$ cat config.mk
export PLATFORM = sky130hd
export DESIGN_NAME = instr_fetch
export DESIGN_NICKNAME = d
export VERILOG_FILES = /design/src/rtl/instr_fetch.sv
export SDC_FILE = /design/constraint.sdc
export NUM_CORES = 1
export LEC_CHECK = 0
export ABC_AREA = 1
export BUFFER_PORTS_ARGS = -buffer_cell sky130_fd_sc_hd__buf_2
export CAP_MARGIN = 20
export CORE_UTILIZATION = 46
export CTS_CLUSTER_SIZE = 24
export DETAILED_ROUTE_END_ITERATION = 10
export GPL_TIMING_DRIVEN = 0
export PLACE_DENSITY = 0.72
export SLEW_MARGIN = 20
export SYNTH_ARGS = -nofsm -noshare
export SYNTH_HDL_FRONTEND = slang
export SYNTH_SLANG_ARGS = --single-unit
$ cat constraint.sdc
create_clock -name clk -period 2.85 [get_ports clk]
set_input_delay 0.4275 -clock clk [delete_from_list [all_inputs] [get_ports clk]]
set_output_delay 0.4275 -clock clk [all_outputs]
set_load 0.05 [all_outputs]
$ cat src/rtl/instr_fetch.sv
// Purpose : instruction-fetch stage; holds the PC, fetches 32-bit words over a req/ack
//           handshake, registers the word and slices it into datapath fields.
// Latency : min 2 cycles/instruction (FETCH with same-cycle ack, then ISSUE).
// Backpr. : imem_req held until imem_ack; stall holds the issued instruction in ISSUE.
//
// Ports
//   clk, reset_n           clock, asynchronous active-low reset
//   imem_req/addr          fetch request (level) and address (= PC)
//   imem_ack/rdata         memory response, accepted only while imem_req=1
//   instr, instr_valid     registered instruction and its valid flag
//   pc_out                 address of the issued instruction
//   stall                  hold the issued instruction (ignore take_br)
//   take_br, br_sel        redirect to PC-relative target; 0=CondAddr19, 1=BrAddr26
//   Rd/Rn/Rm/DAddr9/Imm12  combinational slices of instr
module instr_fetch #(
  parameter int                ADDR_W   = 64,
  parameter logic [ADDR_W-1:0] RESET_PC = '0
) (
  input  logic              clk,
  input  logic              reset_n,
  output logic              imem_req,
  output logic [ADDR_W-1:0] imem_addr,
  input  logic              imem_ack,
  input  logic [31:0]       imem_rdata,
  output logic [31:0]       instr,
  output logic              instr_valid,
  output logic [ADDR_W-1:0] pc_out,
  input  logic              stall,
  input  logic              take_br,
  input  logic              br_sel,
  output logic [4:0]        Rd,
  output logic [4:0]        Rn,
  output logic [4:0]        Rm,
  output logic [8:0]        DAddr9,
  output logic [11:0]       Imm12
);

  typedef enum logic {FETCH, ISSUE} state_t;

  state_t            state;
  logic [ADDR_W-1:0] pc;
  logic [ADDR_W-1:0] off_se;
  logic [ADDR_W-1:0] next_pc;

  // Sign-extend the selected word offset to the full PC width, then scale by 4.
  always_comb begin
    off_se = '0;
    if (br_sel)
      off_se = {{(ADDR_W-26){instr[25]}}, instr[25:0]};
    else
      off_se = {{(ADDR_W-19){instr[23]}}, instr[23:5]};
  end

  // Both paths wrap modulo 2^ADDR_W with no flag.
  assign next_pc = take_br ? (pc + {off_se[ADDR_W-3:0], 2'b00})
                           : (pc + ADDR_W'(4));

  // imem_req is a registered output: it stays low for the first cycle after reset
  // release, so any ack arriving in that cycle is ignored.
  always_ff @(posedge clk or negedge reset_n) begin
    if (!reset_n) begin
      state       <= FETCH;
      pc          <= RESET_PC;
      instr       <= '0;
      instr_valid <= 1'b0;
      imem_req    <= 1'b0;
    end else begin
      case (state)
        FETCH: begin
          if (imem_req && imem_ack) begin
            instr       <= imem_rdata;
            instr_valid <= 1'b1;
            imem_req    <= 1'b0;
            state       <= ISSUE;
          end else begin
            imem_req    <= 1'b1;
          end
        end
        ISSUE: begin
          // Retire: redirect or advance, then immediately request the next word.
          if (!stall) begin
            pc          <= next_pc;
            instr_valid <= 1'b0;
            imem_req    <= 1'b1;
            state       <= FETCH;
          end
        end
        default: begin
          state       <= FETCH;
          instr_valid <= 1'b0;
          imem_req    <= 1'b0;
        end
      endcase
    end
  end

  assign imem_addr = pc;
  assign pc_out    = pc;

  assign Rd     = instr[4:0];
  assign Rn     = instr[9:5];
  assign Rm     = instr[20:16];
  assign DAddr9 = instr[20:12];
  assign Imm12  = instr[21:10];

endmodule

==> results.json <==
{
  "outcome": "completed",
  "cts.clk_slew.worst_paths_ns": 0.09,
  "synth_top_area_share_pct": 23.5,
  "timing.final.ws_setup_ns": 0.0774,
  "slew_viol_final": 0,
  "maxCapViolCount": 0,
  "fin_worst_skew_ns": 0.0120,
  "overflow": 0,
  "numPortBuffers": 229,
  "use_met3_pct": 6.17,
  "grtUsageMet1_pct": 45.0,
  "slowest_delay_ns": 0.44,
  "fin_cells": 2228,
  "routedWlPerCell_um": 15.7,
  "crit_required_ns": 3.11,
  "holdWs_ns": 0.280,
  "final_common_cell": "nand2_1",
  "vias": 10900,
  "vias_per_cell": 4.88,
  "maxSlewHeadroom_pct": 37.7,
  "grt_max_degree": 53,
  "fill_cells": 2264,
  "synth_cell_types": 36,
  "ys_warn_count": 0,
  "cts-htree-levels": 3,
  "arrival_ns": 3.03,
  "n_antenna_cell": 0,
  "period_needed_ns": 2.77,
  "path_max_fanout": 7,
  "critPathSlowestCell": "dfrtp_2",
  "critPathKind": "flop to flop",
  "clk_latency_ns": 0.37,
  "io-pin-count": 236,
  "hold_viol_final": 0,
  "mostFrequentLayoutCells": "nand2_1, inv_1, buf_2",
  "area_delta_synth_final_pct": 20.9,
  "setup_tns_ns": 0,
  "endpoint_kind": "flop",
  "fp.dieH_um": 152,
  "cts_tree": "yes",
  "dp_worst_setup_slack_ns": -0.781,
  "dieWidth_um": 152,
  "crit_family": "simple AND/OR/NAND/NOR gates",
  "met2_usage_pct": 46.3,
  "synthCells": 1691,
  "final_antenna_net_count": 0,
  "cts_sinks": 97,
  "layout-drive-gt1-share_pct": 26.9,
  "dp.cells": 2205,
  "top_usage_layer": "met2",
  "drt-total-wl_um": 35000,
  "timing.final.crit_share_pct": 97.3,
  "setup_viol": 0,
  "start_util_pct": 47.1,
  "synth.largest_area_cell": "dfrtp_1",
  "rows": 54,
  "dp_hpwl_um": 29200,
  "cts_made_buffers": 9,
  "multi_input_area_um2": 6080,
  "globalRouteTotalUtil_pct": 30.9,
  "cpMostUsedCell": "nand2_1",
  "ys_ff_latch": 97,
  "crit_chain": "nand2_4 -> a21oi_4 -> buf_12 -> buf_4 -> ha_1 -> nand2_1 -> nor2_1 -> nand2_1 -> inv_1 -> nand2_1 -> nor2_1 -> nand2_1 -> nand3_1 -> nand2_1 -> nand3_1 -> nand2_1",
  "die-area_um2": 23000,
  "clock_path_buffers": 2,
  "drc_errors": 0,
  "syn_area_um2": 10300,
  "synth.top_cells.by_area": "dfrtp_1, nand2_1, inv_1",
  "seqCellArea_um2": 2430,
  "max_freq_mhz": 361,
  "antenna_found_initial": 0,
  "cp_num_buf_inv": 3,
  "synth_seq_area_share_pct": 23.5,
  "syn_area_per_cell_um2": 6.10,
  "hold_class": "primary input to flop",
  "drt-initial-drc-count": 810,
  "critPathLaunchType": "flop",
  "grt_pass1_vias": 9527,
  "cts_root_buffer": "clkbuf_16",
  "nets": 2043,
  "coreArea_um2": 21900,
  "drt-pass1-iter-count": 5,
  "grt_pass1_wl_um": 53000,
  "routabilityCongestion": 0.988,
  "worst_pin_slew_ns": 0.934
}
Yosys cell counts, drive strengths merged:
master  count
dfrtp      97
nand3      91
nor2      139
xor2        2
inv       307
fa          1
buf       110
o21ai      51
o21bai      6
mux2       32
nand4      10
nor3       17
xnor2      24
ha         61
a21boi      1
nand2     658
conb        1
or2         3
a21oi      55
and2        4
nand3b      8
clkbuf     13
path summary, 6_finish.rpt:
| path | slack (ns) | cells after the start | end | startpoint |
|---|---|---|---|---|
| worst max-delay path | 0.08 | 16 | imem_addr[54]$_DFFE_PN0P_ | instr[23]$_DFFE_PN0P_ |
| worst min-delay path | 0.28 | 2 | instr[19]$_DFFE_PN0P_ | imem_rdata[19] |
| worst max register to register | 0.08 | 16 | imem_addr[54]$_DFFE_PN0P_ | instr[23]$_DFFE_PN0P_ |
| worst min register to register | 0.48 | 2 | instr_valid$_DFFE_PN0P_ | instr_valid$_DFFE_PN0P_ |
| max in group asynchronous | 1.67 | 3 | imem_addr[3]$_DFFE_PN0P_ | reset_n |
| min in group asynchronous | 0.55 | 2 | instr[31]$_DFFE_PN0P_ | reset_n |
area by class of cell:
cell class	count	share of cell area (%)
Buffer	123	6.95
Clock buffer	9	1.81
Clock inverter	7	0.752
Inverter	307	9.26
Multi-Input combinational cell	1167	48.7
Sequential cell	97	19.5
Tap cell	280	2.81
Timing Repair Buffer	238	10.2
layer usage:
layer / vias up / wire length [um]
li1: 5557 / -
met1: 4902 / 16800
met2: 376 / 14900
met3: 30 / 2800
met4: 0 / 551
met5: - / 0
state kept, by name, summed over array words and instances (netlist names):
register	flops
imem_req	1
imem_addr	62
instr_valid	1
instr	32
state	1
logic make-up (layout without fill, tap and decap cells):
kind of cell             after synthesis  after routing  synth area share [%]
flip-flops                            97             97                  23.5
AO/OA/AOI/OAI                        113            113                  5.72
multiplexers                          32             32                  3.49
AND/OR/NAND/NOR                      930            930                  37.9
buffers and inverters                430            684                  19.5
other                                  1              4                0.0364
adder cells (fa/ha/maj)               62             62                  7.59
XOR/XNOR                              26             26                  2.21
per-stage QoR:
step	utilization [%]	area [um^2]
after CTS	56.0	12300
after floorplan	-	10300
final	57.0	12500
after detailed placement	54.3	11900
after global placement	54.1	11800
after global routing	57.0	12500
repair_timing:
action	in CTS	in global routing
gates cloned	0	1
resized for setup	7	58
pin swaps	1	3
hold buffers	1	0
setup endpoints to repair	35	38
setup buffers	3	2
endpoints found under the hold margin	4	0
Power is left out: the tool's default activity adds up to more than one toggle a clock period on the data nets, which glitch-free logic cannot reach.
